--- src/rtl/sdio_host_data_phy.sv ---
// Host-side 4-bit SD DAT engine: block write (start, nibbles, CRC16 per line, end, status, busy) and block read.
// All outputs registered, so pins follow the state by one clk; the byte source answers o_data_rd_stb one cycle later.
module sdio_host_data_phy #(
    parameter logic [15:0] RD_TIMEOUT   = 16'hFFFF,
    parameter logic [15:0] BUSY_TIMEOUT = 16'hFFFF
) (
    input  logic        clk,
    input  logic        rst,
    input  logic        i_activate,
    input  logic        i_write_flag,
    input  logic [12:0] i_data_count,
    output logic        o_finished,
    output logic        o_data_rd_stb,
    input  logic [7:0]  i_data_rd_data,
    input  logic        i_data_rdy,
    output logic        o_data_wr_stb,
    output logic [7:0]  o_data_wr_data,
    output logic        o_crc_good,
    output logic [2:0]  o_crc_status,
    output logic        o_timeout,
    output logic        o_sd_data_dir,
    output logic [3:0]  o_sd_data_out,
    input  logic [3:0]  i_sd_data_in
);
    typedef enum logic [3:0] {
        IDLE, WR_WAIT, WR_START, WR_DATA, WR_CRC, WR_END, WR_STAT, WR_BUSY,
        RD_WAIT, RD_DATA, RD_CRC, RD_END, FINISHED
    } state_t;

    state_t      state;
    logic [13:0] nib_cnt;
    logic [13:0] nib_last;
    logic [3:0]  bit_cnt;
    logic [15:0] tmo_cnt;
    logic [3:0]  held_nib;
    logic [15:0] crc    [4];
    logic [15:0] rx_crc [4];
    logic [3:0]  crc_in;
    logic        crc_match;

    function automatic logic [15:0] crc_step(input logic [15:0] c, input logic b);
        return {c[14:0], 1'b0} ^ ((c[15] ^ b) ? 16'h1021 : 16'h0000);
    endfunction

    // Write: high nibble comes straight from the freshly fetched byte, low nibble from the held copy.
    always_comb begin
        crc_in = nib_cnt[0] ? held_nib : i_data_rd_data[7:4];
        if (state == RD_DATA) crc_in = i_sd_data_in;
        crc_match = 1'b1;
        for (int n = 0; n < 4; n++) begin
            if (rx_crc[n] != crc[n]) crc_match = 1'b0;
        end
    end

    always_ff @(posedge clk or posedge rst) begin
        if (rst) begin
            state          <= IDLE;
            o_sd_data_dir  <= 1'b0;
            o_sd_data_out  <= 4'hF;
            o_data_rd_stb  <= 1'b0;
            o_data_wr_stb  <= 1'b0;
            o_data_wr_data <= 8'h00;
            o_finished     <= 1'b0;
            o_crc_good     <= 1'b0;
            o_crc_status   <= 3'b000;
            o_timeout      <= 1'b0;
            nib_cnt        <= 14'd0;
            nib_last       <= 14'd0;
            bit_cnt        <= 4'd0;
            tmo_cnt        <= 16'd0;
            held_nib       <= 4'h0;
            for (int n = 0; n < 4; n++) begin
                crc[n]    <= 16'h0000;
                rx_crc[n] <= 16'h0000;
            end
        end else begin
            o_data_rd_stb <= 1'b0;
            o_data_wr_stb <= 1'b0;
            if (!i_activate && state != IDLE) begin
                state         <= IDLE;
                o_sd_data_dir <= 1'b0;
                o_sd_data_out <= 4'hF;
                o_finished    <= 1'b0;
            end else begin
                case (state)
                    IDLE: begin
                        o_sd_data_dir <= 1'b0;
                        o_sd_data_out <= 4'hF;
                        o_finished    <= 1'b0;
                        if (i_activate) begin
                            o_crc_good   <= 1'b0;
                            o_crc_status <= 3'b000;
                            o_timeout    <= 1'b0;
                            nib_cnt      <= 14'd0;
                            bit_cnt      <= 4'd0;
                            tmo_cnt      <= 16'd0;
                            nib_last     <= (i_data_count == 13'd0) ? 14'd8191
                                                                    : {i_data_count, 1'b0} - 14'd1;
                            for (int n = 0; n < 4; n++) begin
                                crc[n]    <= 16'h0000;
                                rx_crc[n] <= 16'h0000;
                            end
                            state <= i_write_flag ? WR_WAIT : RD_WAIT;
                        end
                    end
                    WR_WAIT: begin
                        if (i_data_rdy) begin
                            o_data_rd_stb <= 1'b1;
                            state         <= WR_START;
                        end
                    end
                    WR_START: begin
                        o_sd_data_dir <= 1'b1;
                        o_sd_data_out <= 4'h0;
                        state         <= WR_DATA;
                    end
                    WR_DATA: begin
                        o_sd_data_out <= crc_in;
                        for (int n = 0; n < 4; n++) crc[n] <= crc_step(crc[n], crc_in[n]);
                        if (!nib_cnt[0]) begin
                            held_nib <= i_data_rd_data[3:0];
                            if (nib_cnt != nib_last - 14'd1) o_data_rd_stb <= 1'b1;
                        end
                        nib_cnt <= nib_cnt + 14'd1;
                        if (nib_cnt == nib_last) begin
                            bit_cnt <= 4'd0;
                            state   <= WR_CRC;
                        end
                    end
                    WR_CRC: begin
                        for (int n = 0; n < 4; n++) begin
                            o_sd_data_out[n] <= crc[n][15];
                            crc[n]           <= {crc[n][14:0], 1'b0};
                        end
                        bit_cnt <= bit_cnt + 4'd1;
                        if (bit_cnt == 4'd15) state <= WR_END;
                    end
                    WR_END: begin
                        o_sd_data_out <= 4'hF;
                        bit_cnt       <= 4'd0;
                        tmo_cnt       <= 16'd0;
                        state         <= WR_STAT;
                    end
                    // bit_cnt: 0 = hunting start bit, 1..3 = status bits, 4 = end bit
                    WR_STAT: begin
                        o_sd_data_dir <= 1'b0;
                        o_sd_data_out <= 4'hF;
                        if (bit_cnt == 4'd0) begin
                            if (!i_sd_data_in[0]) begin
                                bit_cnt <= 4'd1;
                            end else if (tmo_cnt == RD_TIMEOUT) begin
                                o_timeout <= 1'b1;
                                state     <= FINISHED;
                            end else begin
                                tmo_cnt <= tmo_cnt + 16'd1;
                            end
                        end else if (bit_cnt < 4'd4) begin
                            o_crc_status <= {o_crc_status[1:0], i_sd_data_in[0]};
                            bit_cnt      <= bit_cnt + 4'd1;
                        end else begin
                            tmo_cnt <= 16'd0;
                            state   <= WR_BUSY;
                        end
                    end
                    WR_BUSY: begin
                        if (i_sd_data_in[0]) begin
                            o_crc_good <= (o_crc_status == 3'b010);
                            state      <= FINISHED;
                        end else if (tmo_cnt == BUSY_TIMEOUT) begin
                            o_crc_good <= (o_crc_status == 3'b010);
                            o_timeout  <= 1'b1;
                            state      <= FINISHED;
                        end else begin
                            tmo_cnt <= tmo_cnt + 16'd1;
                        end
                    end
                    RD_WAIT: begin
                        o_sd_data_dir <= 1'b0;
                        o_sd_data_out <= 4'hF;
                        if (i_sd_data_in == 4'h0) begin
                            nib_cnt <= 14'd0;
                            state   <= RD_DATA;
                        end else if (tmo_cnt == RD_TIMEOUT) begin
                            o_timeout <= 1'b1;
                            state     <= FINISHED;
                        end else begin
                            tmo_cnt <= tmo_cnt + 16'd1;
                        end
                    end
                    RD_DATA: begin
                        for (int n = 0; n < 4; n++) crc[n] <= crc_step(crc[n], crc_in[n]);
                        if (!nib_cnt[0]) begin
                            held_nib <= i_sd_data_in;
                        end else begin
                            o_data_wr_data <= {held_nib, i_sd_data_in};
                            o_data_wr_stb  <= 1'b1;
                        end
                        nib_cnt <= nib_cnt + 14'd1;
                        if (nib_cnt == nib_last) begin
                            bit_cnt <= 4'd0;
                            state   <= RD_CRC;
                        end
                    end
                    RD_CRC: begin
                        for (int n = 0; n < 4; n++) rx_crc[n] <= {rx_crc[n][14:0], i_sd_data_in[n]};
                        bit_cnt <= bit_cnt + 4'd1;
                        if (bit_cnt == 4'd15) state <= RD_END;
                    end
                    RD_END: begin
                        o_crc_good <= crc_match && (i_sd_data_in == 4'hF);
                        state      <= FINISHED;
                    end
                    FINISHED: begin
                        o_finished    <= 1'b1;
                        o_sd_data_dir <= 1'b0;
                        o_sd_data_out <= 4'hF;
                    end
                    default: state <= IDLE;
                endcase
            end
        end
    end
endmodule

--- config.mk ---
export PLATFORM = sky130hd
export DESIGN_NAME = sdio_host_data_phy
export DESIGN_NICKNAME = d
export VERILOG_FILES = /design/src/rtl/sdio_host_data_phy.sv
export SDC_FILE = /design/constraint.sdc
export NUM_CORES = 1
export LEC_CHECK = 0
export BUFFER_PORTS_ARGS = -buffer_cell sky130_fd_sc_hd__buf_2
export CAP_MARGIN = 20
export CORE_MARGIN = 2
export CORE_UTILIZATION = 37
export CTS_BUF_LIST = sky130_fd_sc_hd__clkbuf_4 sky130_fd_sc_hd__clkbuf_8
export DETAILED_ROUTE_END_ITERATION = 12
export PLACE_DENSITY = 0.58
export SYNTH_ARGS = -nofsm -noshare
export SYNTH_HDL_FRONTEND = slang
export SYNTH_SLANG_ARGS = --single-unit
--- constraint.sdc ---
create_clock -name clk -period 6.2 [get_ports clk]
set_clock_uncertainty 0.2 [all_clocks]
set_input_delay 0.93 -clock clk [delete_from_list [all_inputs] [get_ports clk]]
set_output_delay 0.93 -clock clk [all_outputs]
set_load 0.1 [all_outputs]
# [Word level (Yosys, flattened, before mapping)]
# Cells that the tools add are included.
[op_classes] n_reduce_logical=36 addsub=5 mux=77 eq_ne=47 bitwise=9 n_lt_le_gt_ge=1
[ops] op="64-bit one-hot mux with 3 select lines" n=1
[ops] op="64-bit one-hot mux with 2 select lines" n=1
[ops] op="16-bit two-way mux" n=7
[ops] op="4-bit two-way mux" n=24
[ops] op="16-bit one-hot mux with 5 select lines" n=1
[ops] op="64-bit two-way mux" n=1
[ops] op="16-bit inequality test" n=4
[ops] op="16-bit by 13-bit bitwise XOR with 16-bit output" n=4
[ops] op="13-bit two-way mux" n=4
[ops] op="4-bit one-hot mux with 13 select lines" n=1
[ops] op="14-bit two-way mux" n=3
[ops] op="14-bit one-hot mux with 3 select lines" n=1
[ops] op="3-bit inequality test, second input constant" n=10
[ops] op="4-bit equality test, second input constant" n=7
[ops] op="14-bit by 1-bit subtractor with 14-bit output, second input constant" n=2
[ops] op="2-bit inequality test, second input constant" n=11
[ops] op="1-bit two-way mux" n=21
[ops] op="4-bit one-hot mux with 5 select lines" n=1
[ops] op="16-bit by 1-bit adder with 16-bit output, second input constant" n=1
[ops] op="16-bit equality test, second input constant" n=1
[ops] op="4-bit by 3-bit equality test with 1-bit output, second input constant" n=4
[ops] op="4-bit one-hot mux with 4 select lines" n=1
[ops] op="3-bit nonzero test" n=5
[ops] op="5-bit nonzero test" n=3
[ops] op="other kinds (34)" n=56
[word_totals] register_bits=205 word_cells=198 output_inout_bits=21

# [Logic depth before layout (Yosys ltp)]
[depth] ltp_word=7 depth_mapped=9

# [Worst setup path after synthesis]
# No wires, ideal clock.
[synth_path] kind="input -> register" start="input i_sd_data_in[0]" end="register nib_cnt[2]" required_ns=5.871 setup_slack_ns=3.530 stages=6 arrival_ns=2.341 path_cell_list="or4_4 a211oi_1 o21ai_2 clkbuf_1 o21ai_0 o21ai_0"
[synth_between] elab_chain_len=3
[synth_lines] item="start, declared" line_no="23" rtl="input logic [3:0] i_sd_data_in"
[synth_lines] item="4-bit zero test" line_no="180" rtl="if (i_sd_data_in == 4'h0) begin"
[synth_lines] item="2-bit inequality test (no line)"
[synth_lines] item="4-bit AND reduction (no line)"
[synth_lines] item="end signal, assigned" line_no="124" rtl="nib_cnt <= nib_cnt + 14'd1;"
[synth_lines] item="end signal, assigned" line_no="198" rtl="nib_cnt <= nib_cnt + 14'd1;"
[synth_lines] item="end, declared" line_no="31" rtl="logic [13:0] nib_cnt;"
# Every way passes these cells.
# A chain may end at the register's enable or synchronous reset.

# [Worst setup path in the final report]
[layout_path] start="register state[1]" end="register crc[38] (netlist bit)"
[layout_between] elab_chain_len=4
[layout_lines] item="start, declared" line_no="30" rtl="state_t state;"
[layout_lines] item="start signal, assigned" line_no="103" rtl="state <= i_write_flag ? WR_WAIT : RD_WAIT;"
[layout_lines] item="4-bit equality test (tied with other cells)" line_no="85" rtl="case (state)"
[layout_lines] item="2-bit OR reduction (no line) / 1-bit logical AND (equally long branches)"
[layout_lines] item="3-bit nonzero test (no line) / 1-bit inverter (equally long branches)"
[layout_lines] item="3-bit AND reduction (no line)"
[layout_lines] item="end signal, assigned by index" line_no="133" rtl="crc[n] <= {crc[n][14:0], 1'b0};"
[layout_lines] item="end, declared" line_no="36" rtl="logic [15:0] crc [4];"
# Parallel ways exist; a longest one is shown, timed or not.

==> impl_metrics.ini <==
[outcome]
outcome = finished, final reports clean

[clocking]
clkTransAtPathRegs_ns = 0.07
cts_max_level = 2
cts_root_buffer = clkbuf_8
cts_max_path_buffers = 3
numCtsBuffers = 38
insertion_delay_ns = 0.55
hold_buffers = 0
cts_resized = 0
postCtsSetupRepairBufs = 0
cts.sinks = 205
cts_tree = built

[timing]
setup_tns_ns = 0
max_freq_ghz = 0.276
hold_viol = 0
holdWs_ns = 0.157
finalCriticalPeriod_ns = 3.63
rsz0062_at_grt = no
tightest_slew_ns = 1.11
relSlewSlack_pct = 25.8
finalCritPeriodShare_pct = 58.5
post-route-worst-setup-slack_ns = 2.57
drv_slew = 0
finalSetupViolCount = 0

[worst_setup_path]
timing.rr.start = state[1]$_DFFE_PP0P_
endpoint_kind = flop
slowest_stage = a21boi_4
rr_worst_depth = 4
crit_chain = nand4bb_1 > a21boi_4 > buf_4 > o21ai_0
rrSetupSlack_ns = 2.57
start_kind = flop
critPathMaxStageDelay_ns = 1.09
crit_arrival_ns = 3.81
crit_required_ns = 6.39
r2r-end = crc[38]$_DFFE_PP0P_
critical_path_class = reg2reg
path_max_fanout = 46

[synthesis]
async_reset_ff_share_pct = 100
synth_edf_count = 0
ys_types = 75
yosys.area.top_type = dfrtp_1
ys_seq_area_share_pct = 48.7
synthFlopType = dfrtp_1
syn_avg_cell_area_sq_um = 9.62
syn_inst = 1096
syn_area_sq_um = 10500
synth_top_area_share_pct = 47.7
yosys-top-cells-area = dfrtp_1, nand2_1, xnor2_1
synth.ff_latch_count = 205
syn_nets = 1132
ys.warnings.count = 0

[routing]
ant_nets = 0
post_drt_via_cell_ratio = 5.35
drt_iter0_drc = 555
wirelength_um = 26900
wl_per_cell_um = 17.5
drcViolationCount = 0
first_pass_iters = 4
num_vias = 8222

[floorplan]
die-width_um = 173
rows = 61
die_h_um = 173
core_area_sq_um = 27900
ios = 51
fp.dieArea_sq_um = 29900
start_util_pct = 37.8

[place]
post_dp_cell_area_sq_um = 11100
hpwl_um = 17600
place.gp.congestion = 0.817
dp_slack_ns = 2.65
place.port_buffers = 50

[final_layout]
finalNetCount = 1171
layout_commonest_cell = dfrtp_1
fin_area_sq_um = 11900
num_antenna_cells = 0
area_delta_synth_final_pct = 12.7
drive_gt1_share_pct = 15.2
final_cell_mix = dfrtp_1, nand2_1, o21ai_0

[flow_run]
drv_cap = 0

[global_route]
grt_remaining_overflow = 0
grt_use_total_pct = 18.2
grt_max_degree = 194
grt_first_pass_wirelength_um = 44500
antenna_found_initial = 0
grt_pass1_vias = 8000

[min_path]
hold_path.class = in2async

[power]
total_power_mw = 4.25
power_density_nw_per_um2 = 357
peakVddDrop_mv = 0.274
p_leak_nw = 5.15
flip-flops by register name (all words and copies together) (netlist names):
| register | cells |
|---|---|
| o_finished | 1 |
| o_timeout | 1 |
| nib_cnt | 14 |
| state | 4 |
| tmo_cnt | 16 |
| nib_last | 14 |
| o_data_wr_data | 8 |
| rx_crc | 64 |
| o_sd_data_out | 4 |
| o_crc_good | 1 |
| o_crc_status | 3 |
| held_nib | 4 |
| o_data_wr_stb | 1 |
| o_sd_data_dir | 1 |
| o_data_rd_stb | 1 |
| crc | 64 |
| bit_cnt | 4 |
kinds of logic (layout without fill, tap and decap cells):
kind of cell,count (synthesis),in the layout,synth area share (%)
adders and majority gates,6,6,0.712
and+or+nand+nor,410,410,18.9
xor gates and xnor gates,104,104,8.63
muxes,33,33,3.33
AOI/OAI and AO/OA,263,263,16.6
DFF,205,205,48.7
buffers and inverters,75,139,3.14
worst max-delay path by stage:
stage | slack (ns) | endpoint | cells after the start | startpoint
2_1_floorplan | 2.41 | bit_cnt[0]$_DFFE_PP0P_ | 1 | rst
3_3_place_gp | 2.76 | crc[20]$_DFFE_PP0P_ | 4 | state[1]$_DFFE_PP0P_
3_5_place_dp | 2.65 | crc[38]$_DFFE_PP0P_ | 4 | state[1]$_DFFE_PP0P_
4_1_cts | 2.63 | crc[38]$_DFFE_PP0P_ | 4 | state[1]$_DFFE_PP0P_
5_1_grt | 2.37 | crc[43]$_DFFE_PP0P_ | 4 | state[1]$_DFFE_PP0P_
6_report | 2.57 | crc[38]$_DFFE_PP0P_ | 4 | state[1]$_DFFE_PP0P_
synthesized netlist by cell type, drive strengths merged, types with 5 or more instances:
cell	instances
dfrtp	201
nand2	183
o21ai	110
xnor2	76
a22o	66
nor2	64
buf	40
nand3	39
a21oi	35
nand4	29
xor2	28
clkbuf	20
mux2	17
mux2i	16
nor3	16
inv	15
and3	13
nor4	13
or3	11
and2	9
a31oi	8
o31ai	7
or4	7
ha	6
o211ai	6
nand2b	5
or2	5
layer usage:
metal	up-vias	GRT usage (%)	part of all wire [%]	routed length (um)
met5	-	0	0	0
met4	0	5.69	2.3	610
met3	47	3.30	4.6	1230
met2	180	26.8	43	11500
met1	4020	27.1	50	13500
li1	3975	-	-	-
cell type report:
| type | instances | area (sq um) |
|---|---|---|
| flip-flops and latches | 205 | 5130 |
| inverters | 15 | 60.1 |
| well taps | 378 | 473 |
| clock inverters | 4 | 28.8 |
| fillers | 2781 | 16000 |
| repair buffers | 59 | 330 |
| clock buffers | 61 | 758 |
| multi-input cells | 816 | 5110 |
stage by stage:
stage	cells	utilization, %
2_1_floorplan	1096	-
3_3_place_gp	1473	39.8
3_5_place_dp	1473	39.8
4_1_cts	1538	42.6
5_1_grt	1538	42.6
6_report	1538	42.6
power by group:
part	internal, mW	switching, mW	leakage, nW
clock network	0.772	0.582	0.414
logic	0.363	0.900	1.94
registers	1.47	0.166	2.80
total	2.60	1.65	5.15
worst max-delay path: cells and delay by family (launching register included):
| kind | cells | cell delay (ns) |
|---|---|---|
| buf+inv | 1 | 0.53 |
| compound gates | 2 | 1.26 |
| simple gates | 1 | 0.77 |
| flops | 1 | 0.68 |
Power figures use the tool's default switching activity.
